## src/rtl/booth_mul_sequencer.sv

```systemverilog
`default_nettype none
// +--------------------------------------------------------------------------+
// | Module   : booth_mul_sequencer                                           |
// | Brief    : Operand/product handshake front-end and watchdog for the      |
// |            signed Booth multiplier.                                      |
// | Revision : 1.0 - initial release                                         |
// +--------------------------------------------------------------------------+
module booth_mul_sequencer #(
   parameter int SIZE    = 8,
   parameter int TIMEOUT = SIZE + 8
) (
   input  logic              clk,
   input  logic              reset_n,
   input  logic              in_valid,
   output logic              in_ready,
   input  logic [SIZE-1:0]   in_a,
   input  logic [SIZE-1:0]   in_b,
   output logic              out_valid,
   input  logic              out_ready,
   output logic [2*SIZE-1:0] out_product,
   output logic              err,
   output logic              mul_start,
   output logic              mul_reset,
   output logic [SIZE-1:0]   mul_data,
   input  logic              mul_done,
   input  logic [2*SIZE-1:0] mul_product
);

   localparam int c_CNT_W = $clog2(TIMEOUT + 1);
   localparam logic [c_CNT_W-1:0] c_CNT_LAST = c_CNT_W'(TIMEOUT - 1);

   typedef enum logic [2:0] {
      S_INIT    = 3'd0,
      S_IDLE    = 3'd1,
      S_START   = 3'd2,
      S_LOAD_A  = 3'd3,
      S_LOAD_B  = 3'd4,
      S_WAIT    = 3'd5,
      S_RECOVER = 3'd6
   } state_t;

   state_t              r_state;
   state_t              w_next;
   logic [SIZE-1:0]     r_a;
   logic [SIZE-1:0]     r_b;
   logic [c_CNT_W-1:0]  r_cnt;
   logic [2*SIZE-1:0]   r_out_product;
   logic                r_out_valid;
   logic                r_err;
   logic                r_mul_start;
   logic                r_mul_reset;
   logic [SIZE-1:0]     r_mul_data;

   logic w_accept;
   logic w_consume;
   logic w_capture;
   logic w_timeout;

   assign in_ready    = (r_state == S_IDLE) && (!r_out_valid || out_ready);
   assign w_accept    = in_valid && in_ready;
   assign w_consume   = r_out_valid && out_ready;
   assign w_capture   = (r_state == S_WAIT) && mul_done;
   assign w_timeout   = (r_state == S_WAIT) && !mul_done && (r_cnt == c_CNT_LAST);

   assign out_valid   = r_out_valid;
   assign out_product = r_out_product;
   assign err         = r_err;
   assign mul_start   = r_mul_start;
   assign mul_reset   = r_mul_reset;
   assign mul_data    = r_mul_data;

   always_comb begin
      w_next = r_state;
      case (r_state)
         S_INIT:    w_next = S_IDLE;
         S_IDLE:    if (w_accept) w_next = S_START;
         S_START:   w_next = S_LOAD_A;
         S_LOAD_A:  w_next = S_LOAD_B;
         S_LOAD_B:  w_next = S_WAIT;
         S_WAIT:    if (mul_done || w_timeout) w_next = S_RECOVER;
         S_RECOVER: w_next = S_IDLE;
         default:   w_next = S_INIT;
      endcase
   end

   // Multiplier-facing outputs are decoded from the next state so they are
   // registered yet still line up with the state they belong to.
   always_ff @(posedge clk or negedge reset_n) begin
      if (!reset_n) begin
         r_state       <= S_INIT;
         r_a           <= '0;
         r_b           <= '0;
         r_cnt         <= '0;
         r_out_product <= '0;
         r_out_valid   <= 1'b0;
         r_err         <= 1'b0;
         r_mul_start   <= 1'b0;
         r_mul_reset   <= 1'b1;
         r_mul_data    <= '0;
      end else begin
         r_state <= w_next;
         if (w_accept) begin
            r_a <= in_a;
            r_b <= in_b;
         end
         if ((r_state == S_WAIT) && (w_next == S_WAIT)) begin
            r_cnt <= r_cnt + 1'b1;
         end else begin
            r_cnt <= '0;
         end
         if (w_capture) begin
            r_out_product <= mul_product;
            r_out_valid   <= 1'b1;
         end else if (w_consume) begin
            r_out_valid   <= 1'b0;
         end
         if (w_timeout) begin
            r_err <= 1'b1;
         end
         r_mul_reset <= (w_next == S_INIT) || (w_next == S_RECOVER);
         r_mul_start <= (w_next == S_START);
         case (w_next)
            S_LOAD_A: r_mul_data <= r_a;
            S_LOAD_B: r_mul_data <= r_b;
            default:  r_mul_data <= '0;
         endcase
      end
   end

endmodule
`default_nettype wire
```

## config.mk

```make
export PLATFORM = sky130hd
export DESIGN_NAME = booth_mul_sequencer
export DESIGN_NICKNAME = d
export VERILOG_FILES = /design/src/rtl/booth_mul_sequencer.sv
export SDC_FILE = /design/constraint.sdc
export NUM_CORES = 1
export LEC_CHECK = 0
export CAP_MARGIN = 20
export CORE_ASPECT_RATIO = 1.75
export CORE_MARGIN = 4
export CORE_UTILIZATION = 35
export CTS_CLUSTER_SIZE = 8
export DETAILED_ROUTE_END_ITERATION = 7
export PLACE_DENSITY = 0.73
export SKIP_CTS_REPAIR_TIMING = 1
export SYNTH_ARGS = -nofsm -noshare
export SYNTH_HDL_FRONTEND = slang
export SYNTH_SLANG_ARGS = --single-unit
```

## constraint.sdc

```tcl
create_clock -name clk -period 1.9 [get_ports clk]
set_input_delay 0.475 -clock clk [delete_from_list [all_inputs] [get_ports clk]]
set_output_delay 0.475 -clock clk [all_outputs]
set_load 0.005 [all_outputs]
```

* After elaboration in Yosys (flattened, before gate mapping) *
Cells that the tools add are included.

storage, ports and cells
  bits in registers = 52
  output and inout bits = 29
  word-level logic and storage cells = 46

cells by class
  add/subtract/negate cells = 1
  equal/unequal tests = 12
  muxes and demuxes = 7
  reductions and logical operators = 16

operators with widths
  operator               number
  $eq A3 B3 Y1 const B   6
  $pmux W3 S6            1
  $pmux W8 S2            1
  $eq A3 B2 Y1 const B   4
  $logic_and A1 B1 Y1    7
  $logic_not A3 Y1       2
  $mux W3                2
  $add A5 B1 Y5 const B  1
  $eq A5 B4 Y1 const B   1
  $mux W5                1
  $eq A3 B1 Y1 const B   1
  $logic_or A1 B1 Y1     3
  $logic_not A1 Y1       2
  $mux W1                2
  $reduce_bool A2 Y1     1
  $reduce_or A2 Y1       1

* Longest topological paths before layout *
  depth after elaboration = 9
  mapped depth = 6

* Least setup slack after synthesis *
No wires, ideal clock.

  kind = register to register
  from = reg r_state[2]
  to = reg r_a[0]
  data arrival time = 1.451 ns
  required time = 1.775 ns
  slack = 0.324 ns
  cell stages (with the launch flop) = 6
  path buffers = 2
  path through = dfrtp_1 > buf_6 > nand2b_4 > nor3_4 > buf_12 > mux2_4

on the way
  cells in the longest elaborated chain, start to end = 3

ends and longest elaborated chain
  element                   RTL line  RTL
  start: declaration        42        state_t r_state;
  start signal: assignment  101       r_state <= w_next;
  $eq A3 B1 Y1              59        assign in_ready = (r_state == S_IDLE) && (!r_out_valid || out_ready);
  $logic_and A1 B1 Y1       59
  $logic_and A1 B1 Y1       60        assign w_accept = in_valid && in_ready;
  end signal: assignment    103       r_a <= in_a;
  end: declaration          44        logic [SIZE-1:0] r_a;

Every way passes these cells.
A chain may end at the register's enable or synchronous reset.

* Worst setup path in the final report *
  from = reg r_mul_reset, in the netlist mul_reset
  to = out mul_reset

RTL lines
  element                   RTL line  RTL
  start: declaration        51        logic r_mul_reset;
  start signal: assignment  120       r_mul_reset <= (w_next == S_INIT) || (w_next == S_RECOVER);
  end: declaration          23        output logic mul_reset,

No word-level cell between the ends.

==> flow_summary.ini <==
[status]
status = finished clean

[setup_path]
worstSetupPathType = register to output pin
crit_path_top_delay_cell = dfstp_2
arrival_ns = 1.31
path_cells = clkdlybuf4s50_1
path_delay_family = flip-flops
worst-path-buf-inv = 1
cp-start-kind = register
worstPathRequired_ns = 1.42
slowest_delay_ns = 0.53
cp_max_fo = 1
rrSetupSlack_ns = 0.21
end_kind = output pin

[final_layout]
regArea_um2 = 1303
fin_nets = 253
mostFrequentLayoutCell = clkdlybuf4s50_1
n_fill_cell = 556
area_growth_pct = 41.69
multi_input_area_um2 = 725.7
n_antenna_cell = 0
final_cell_mix = 63 x clkdlybuf4s50_1, 51 x dfrtp_1, 23 x mux2_2
final_util = 0.5067
drive_gt1_frac = 0.2419

[logic_synthesis]
avgSynthCellArea_um2 = 14.90
synth.distinct_cells = 27
ys_ff_latch = 52
syn_nets = 179
ys_seq_area_frac = 0.6245
ys_warn_count = 0
syn_area_um2 = 2086
synthCells = 140
netlist_top_cells_area = dfrtp_1 61%, mux2_2 12%, mux2_4 6.5%
synth_top_area_share = 0.6119
synth_top_area_cell = dfrtp_1

[cts]
cts_sinks = 52
cts_root_buf = clkbuf_8
clk_path_buf_depth = 2
cts_made_buffers = 5
clk_latency_ns = 0.30
clk_pin_slew_ns = 0.09
cts_tree = done
cts.htree.levels = 2

[die]
die_area_um2 = 7307
start_util = 0.3576
dieWidth_um = 66.36
coreArea_um2 = 5833
num_io_pins = 66
dieHeight_um = 110.1
std_cell_rows = 37

[routing]
drtIter0Drc = 31
finalWirelength_um = 3987
wl_per_cell_um = 13.61
avgViaCountPerCell = 4.532
vias = 1328
firstDrtPassIters = 3
drc = 0
postRouteAntennaNets = 0

[placed_design]
numPortBuffers = 65
place_congestion = 0.7783
pre_cts_ws_ns = -0.2553
dp_hpwl_um = 3081

[timing]
rsz0062_at_grt = false
clock_skew_ns = 0.01153
min_period_over_period = 0.9402
max_slew_margin = 0.7365
timing.final.ws_setup_ns = 0.1136
setup-violations-final = 0
hold_violations = 0
setup_tns_ns = 0
max_freq_mhz = 559.8
slew_violations = 0
min_period_ns = 1.786
whs_ns = 0.1430
worstMarginPinSlew_ns = 0.3953

[power]
total_power_mw = 4.121
ir_drop_mv = 0.6257
power_density_nw_per_um2 = 1395
p_leak_nw = 1.324

[run]
drv_cap = 0

[global_routing]
grt_pass1_wl_um = 6127
grt_max_degree = 53
grt_pass1_vias = 1326
grtUsageTotal = 0.1131
antenna_found_initial = 0
grt_overflow_total = 0

[hold_path]
hp-class = primary input to async pin
[report_power, final]
part           internal [mW]  switching (mW)
sequential              1.57           0.215
combinational           1.14           0.595
clock                  0.262           0.342
[cells in the mapped netlist]
| cell type | instances |
|---|---|
| dfrtp_1 | 51 |
| mux2_2 | 23 |
| nor2_1 | 15 |
| mux2_4 | 9 |
| mux2i_1 | 9 |
| buf_2 | 3 |
| nand2b_1 | 3 |
| o21ai_0 | 3 |
| ha_1 | 2 |
| inv_1 | 2 |
| nand2_1 | 2 |
| nand3_1 | 2 |
| nor3_1 | 2 |
| a41o_1 | 1 |
| and3_1 | 1 |
| buf_12 | 1 |
| buf_6 | 1 |
| clkbuf_1 | 1 |
| dfstp_2 | 1 |
| nand2b_4 | 1 |
| nand4b_2 | 1 |
| nor2b_1 | 1 |
| nor3_4 | 1 |
| o21a_1 | 1 |
| o22ai_1 | 1 |
| xnor2_1 | 1 |
| xor2_1 | 1 |
[cells by family (layout without fill, tap and decap cells)]
kind of cell | after synthesis | after routing | synth area share
adders and majority gates | 2 | 2 | 0.01200
DFF | 52 | 52 | 0.6245
xor gates and xnor gates | 2 | 2 | 0.008400
muxes | 41 | 41 | 0.2322
and+or+nand+nor | 29 | 29 | 0.07679
AOI/OAI and AO/OA | 6 | 6 | 0.01860
buffers and inverters | 8 | 83 | 0.02759
[flip-flops by register name (all words and copies together), names as in the netlist, 3 cells and up]
signal and cells:
r_cnt 5, mul_data 8, r_state 3, r_b 8
out_product 16, r_a 8
[routing by layer]
| metal | GRT usage | wire length [µm] | up-vias | part of all wire |
|---|---|---|---|---|
| li1 | - | - | 625 | - |
| met4 | 0.06977 | 108 | 0 | 0.027 |
| met2 | 0.1997 | 2202 | 44 | 0.55 |
| met3 | 0.02130 | 204 | 8 | 0.051 |
| met5 | 0 | 0 | - | 0 |
| met1 | 0.1216 | 1473 | 651 | 0.37 |
[path summary, 6_finish.rpt]
check / from / end / cells after the start
max: mul_reset / mul_reset / 1
min: reset_n / r_b[5] / 2
min reg2reg: r_cnt[0] / r_cnt[0] / 1
max in group asynchronous: reset_n / mul_reset / 2
min in group clk: r_cnt[0] / r_cnt[0] / 1
max reg2reg: r_cnt[0] / r_cnt[2] / 6
[per-stage QoR]
step / instances / cell area, µm²
4_1_cts: 293 / 2953
2_1_floorplan: 140 / 2086
3_3_place_gp: 285 / 2864
6_report: 293 / 2955
5_1_grt: 293 / 2955
3_5_place_dp: 285 / 2864
[final cells by class]
cell class              count  area share
inverters                   2    0.002540
flip-flops and latches     52      0.4407
well taps                  78     0.03302
clock buffers               6     0.02456
clock inverters             2    0.005504
repair buffers             73      0.2481
multi-input cells          80      0.2456
Note: power is estimated with default switching activity, not from simulation.
==> variant 1, RTL diff (config.mk and constraints unchanged) <==
`SIZE`: 8 -> 16.
--- a/src/rtl/booth_mul_sequencer.sv
+++ b/src/rtl/booth_mul_sequencer.sv
@@ -7,5 +7,5 @@
 // +--------------------------------------------------------------------------+
 module booth_mul_sequencer #(
-   parameter int SIZE    = 8,
+   parameter int SIZE    = 16,
    parameter int TIMEOUT = SIZE + 8
 ) (
Interface: changed (5 resized); port bits go from 66 to 122. No check against the original RTL was run, so the function may have changed too.
==> variant 1 against the original RTL <==
Hold slack got worse by 0.059 ns. Routed wire length grew 100%. Core utilization up 1.0 points. Power rose by 100%. Sequential cell count increased by 40. Setup slack worse by 0.019 ns. Cell area increased by 86%. Area after synthesis grew 82%. Largest cell class unchanged. Largest power group is now combinational logic.
==> variant 1: results (changes against the original RTL) <==
Outcome -> finished clean
Data arrival time of the worst path -> 1.33 ns (+0.02 ns)
Clk_buf instances -> 11 (+5)
First-pass GRT wire length -> 13.4 mm (+120%)
Compound-cell area share of the yosys netlist -> 0.0148 (-0.00377)
Syn_nets -> 305 (+70%)
Post-synthesis adder-cell area fraction -> 0.00329 (-0.00870)
Clk_lat worst skew -> 0.34 ns (+0.04 ns)
Clk cell area share -> 0.0490 (+0.0189)
Non-clock inverters -> 4 (+2)
Sw Ratio -> 0.272 (-0.00727)
Pre-CTS setup slack -> -0.252 ns (+0.00324 ns)
FF-to-FF Start -> r_state[1]
FF-to-FF setup slack -> 0.30 ns (+0.09 ns)
DR WL met2 -> 4.22 mm (+92%)
NonClk Buf Share -> 0.250 (+0.00145)
Commonest cells post-synth -> dfrtp_1 (91), mux2_4 (58), nor2_1 (21)
HPWL Detailed -> 5.84 mm (+90%)
Library cells used by synthesis -> 33 (+22%)
1st-iter DRT viols -> 13 (-58%)
FF+latch area -> 2300 um^2 (+77%)
Xor and xnor area share after synthesis -> 0.00461 (-0.00379)
GRT Overall Usage -> 0.137 (+0.0244)
Largest net degree at the start of global routing -> 41 (-23%)
CP peak stage delay -> 0.51 ns (-0.02 ns)
Mux cell area share after synthesis -> 0.289 (+0.0571)
Clock input transition at the sequential cells of the worst setup and hold paths -> 0.07 ns (-0.02 ns)
Layout fillers -> 964 (+73%)
Non-CTS buffers -> 134 (+84%)
Yosys reg bits -> 92 (+77%)
H-tree depth -> 3 (+1)
Wire per inst -> 16.2 um (+19%)
Worst VDD drop -> 615 uV (-1.7%)
Synth top area cells -> dfrtp_1 (60%), mux2_4 (23%), mux2i_1 (4.2%)
Met1 usage -> 0.164 (+0.0429)
Cell Area, Placed -> 5220 um^2 (+82%)
WL met3 -> 486 um (+140%)
Share of layout cells above drive strength 1 -> 0.259 (+0.0175)
Clock root buffer -> clkbuf_16
Cell Rows -> 50 (+35%)
Vias in the first global route -> 2617 (+97%)
Setup slack after layout -> 0.0944 ns (-0.0192 ns)
Met1 wire length -> 3.27 mm (+120%)
Cells after synthesis -> 235 (+68%)
Placed instance count -> 488 (+71%)
Multi-input gate share of total cell area -> 0.250 (+0.00399)
Input/output buffers -> 121 (+86%)
Worst flop-to-flop path endpoint -> r_b[12]
Met2 GRT Util -> 0.231 (+0.0315)
Final cell count without fillers -> 504 (+72%)
Number of flip-flops in the largest register -> 32 (+16)
variant 1: changes by cell type after synthesis, sizes merged, moves of 3 or more:
| cell | before | now |
|---|---|---|
| nand2 | 2 | 6 |
| mux2 | 32 | 64 |
| nor2 | 15 | 21 |
| buf | 5 | 10 |
| nor3 | 3 | 0 |
| mux2i | 9 | 16 |
| dfrtp | 51 | 91 |
| nand2b | 4 | 1 |
variant 1: power by group through the flow:
stage	logic (uW)	registers [uW]	clock network (uW)
finish	3510	3280	1640
global route	3770	3400	1780
CTS	3590	3290	1700
detailed placement	3570	3310	0
global placement	3500	3270	0
floorplan	2000	3270	0
variant 1: metrics by stage:
stage               utilization  hold WS [ns]
global placement          0.491         0.439
detailed placement        0.491         0.451
finish                    0.517        0.0837
CTS                       0.516        0.0844
floorplan                     -         0.179
global route              0.517         0.112
==> variant 2, RTL diff (same settings) <==
Without the edit above. Reset style: synchronous (`reset_n`), changed in one clocked block.
--- a/src/rtl/booth_mul_sequencer.sv
+++ b/src/rtl/booth_mul_sequencer.sv
@@ -86,5 +86,5 @@
    // Multiplier-facing outputs are decoded from the next state so they are
    // registered yet still line up with the state they belong to.
-   always_ff @(posedge clk or negedge reset_n) begin
+   always_ff @(posedge clk) begin
       if (!reset_n) begin
          r_state       <= S_INIT;
Behaviour: differs if reset_n is asserted again (counterexample within 4 cycles, from zero or initial values and one cycle with reset_n low); with reset_n held inactive, the same outputs for 10 cycles.
==> variant 2 against the original RTL <==
Routed wire length grew 4.3%. Setup slack gained 0.013 ns. Cell area shrank 4.0%. Area after synthesis shrank 3.1%. Sequential cell count is the same. Critical endpoint is now in_ready. Final cell count grew 24%. Maximum frequency grew 0.72%.
Power is not compared: it rests on default switching activity, and its combinational part moved more than twofold at a synthesized area within 25%.
==> variant 2: results (changes against the original RTL) <==
Hold Path Depth -> 2
Hold Path End -> out_product[14]
HPWL Detailed -> 3.06 mm (-0.57%)
Gpl congestion -> 0.703 (-9.7%)
Via count -> 1671 (+26%)
Total Wirelength -> 4.16 mm (+4.3%)
Worst flop-to-flop path endpoint -> r_state[1]
Ys async rst share -> 0 (-1.00)
1st-iter DRT viols -> 118 (+280%)
Worst min path class -> reg2reg
FF-to-FF Start -> r_cnt[0]
Worst reg-to-reg path cell count -> 6 (unchanged)
Input/output buffers -> 65 (unchanged)
First-pass GRT wire length -> 6.68 mm (+9.0%)
GRT Overall Usage -> 0.122 (+0.00903)
Layout fillers -> 563 (+1.3%)
Main synth FF type -> dfxtp_1
Leak pwr -> 0.00104 uW
CTS Buf Count -> 5 (unchanged)
Wire per inst -> 11.5 um (-16%)
Vias in the first global route -> 1534 (+16%)
Post-Syn Area per Cell -> 9.10 um^2 (-39%)
Nets -> 324 (+28%)
Hold wc startpoint -> out_product[14]
Syn_nets -> 261 (+46%)
Share of layout cells above drive strength 1 -> 0.0699 (-0.172)
Clock input transition at the sequential cells of the worst setup and hold paths -> 0.10 ns
FF-to-FF setup slack -> 0.23 ns (+0.02 ns)
Max Used Layer -> met4
Synth Warn # -> 0 (unchanged)
Worst-path fanout max -> 2 (+1)
Data arrival time of the worst path -> 1.30 ns
Number of flip-flops in the largest register -> 16 (unchanged)
Seq/Total Area, Yosys -> 0.515 (-0.109)
Largest net degree at the start of global routing -> 41 (-23%)
Setup Skew -> 0.0121 ns (+0.000590 ns)
Worst relative slew slack -> 0.756 (+0.0195)
Placed instance count -> 354 (+24%)
Ant. Diodes -> 0 (unchanged)
DR WL met2 -> 2.14 mm (-2.9%)
Met1 wire length -> 1.68 mm (+14%)
Initial antenna violation count -> 0 (unchanged)
Clock root buffer -> clkbuf_8
Worst VDD drop -> 466 uV
Drt pass-1 iters -> 4 (+1)
Clk_lat worst skew -> 0.30 ns (about the same)
Library cells used by synthesis -> 31 (+15%)
Commonest cells post-synth -> dfxtp_1 (52), nand2_1 (51), mux2i_1 (24)
CTS max path bufs -> 2 (unchanged)
Outcome -> finished clean
Synth top area cells -> dfxtp_1 (52%), mux2i_1 (12%), nand2_1 (9.5%)
WL met3 -> 251 um (+23%)
Max Cap Viol -> 0 (unchanged)
H-tree depth -> 2 (unchanged)
==> variant 2: layer usage <==
| metal | vias to the layer above | global-route usage |
|---|---|---|
| met5 | - | 0 |
| met4 | 0 | 0.0534 |
| met3 | 6 | 0.0312 |
| met2 | 50 | 0.224 |
| met1 | 751 | 0.128 |
| li1 | 864 | - |
==> variant 2: logic make-up after synthesis <==
kind of cell	after synthesis	synth area share
simple gates	98	0.225
flops	52	0.515
compound gates	24	0.0663
mux	24	0.119
buf+inv	20	0.0539
xor+xnor	2	0.00867
fa+ha+maj	2	0.0124
==> variant 2: final cells by class <==
type | count | area (um^2) | share of cell area
clock buffers | 5 | 68.8 | 0.0243
clock inverters | 3 | 21.3 | 0.00750
inverters | 4 | 15.0 | 0.00529
multi-input cells | 150 | 871 | 0.307
flip-flops and latches | 52 | 1040 | 0.367
well taps | 76 | 95.1 | 0.0335
repair buffers | 72 | 726 | 0.256
==> variant 2: worst max-delay path, stage by stage <==
cell             delay [ns]
clkdlybuf4s50_1        0.47
nor2b_2                0.05
nor3_1                 0.14
dlymetal6s2s_1         0.16
==> variant 2: worst max-delay path by stage <==
stage	depth (start not counted)	to	slack [ns]	start
after floorplan	6	r_state[1]	0.40	r_cnt[0]
after global placement	4	in_ready	-0.21	out_ready
after detailed placement	4	in_ready	-0.30	out_ready
after CTS	4	in_ready	-0.30	out_ready
after global routing	4	in_ready	0.06	out_ready
final	4	in_ready	0.13	out_ready
==> variant 2: through the flow <==
step / instance area, um^2 / setup WS, ns / util / hold WS, ns
floorplan: 2020 / 0.396 / - / 0.418
CTS: 2840 / -0.301 / 0.508 / 0.454
finish: 2840 / 0.126 / 0.508 / 0.448
detailed placement: 2750 / -0.296 / 0.491 / 0.440
global placement: 2750 / -0.211 / 0.491 / 0.428
global route: 2840 / 0.0650 / 0.508 / 0.466
==> variant 2: power by group <==
| part | internal (uW) | switching, uW |
|---|---|---|
| registers | 1120 | 15.3 |
| logic | 135 | 96.7 |
| clock network | 262 | 368 |
| total | 1520 | 480 |
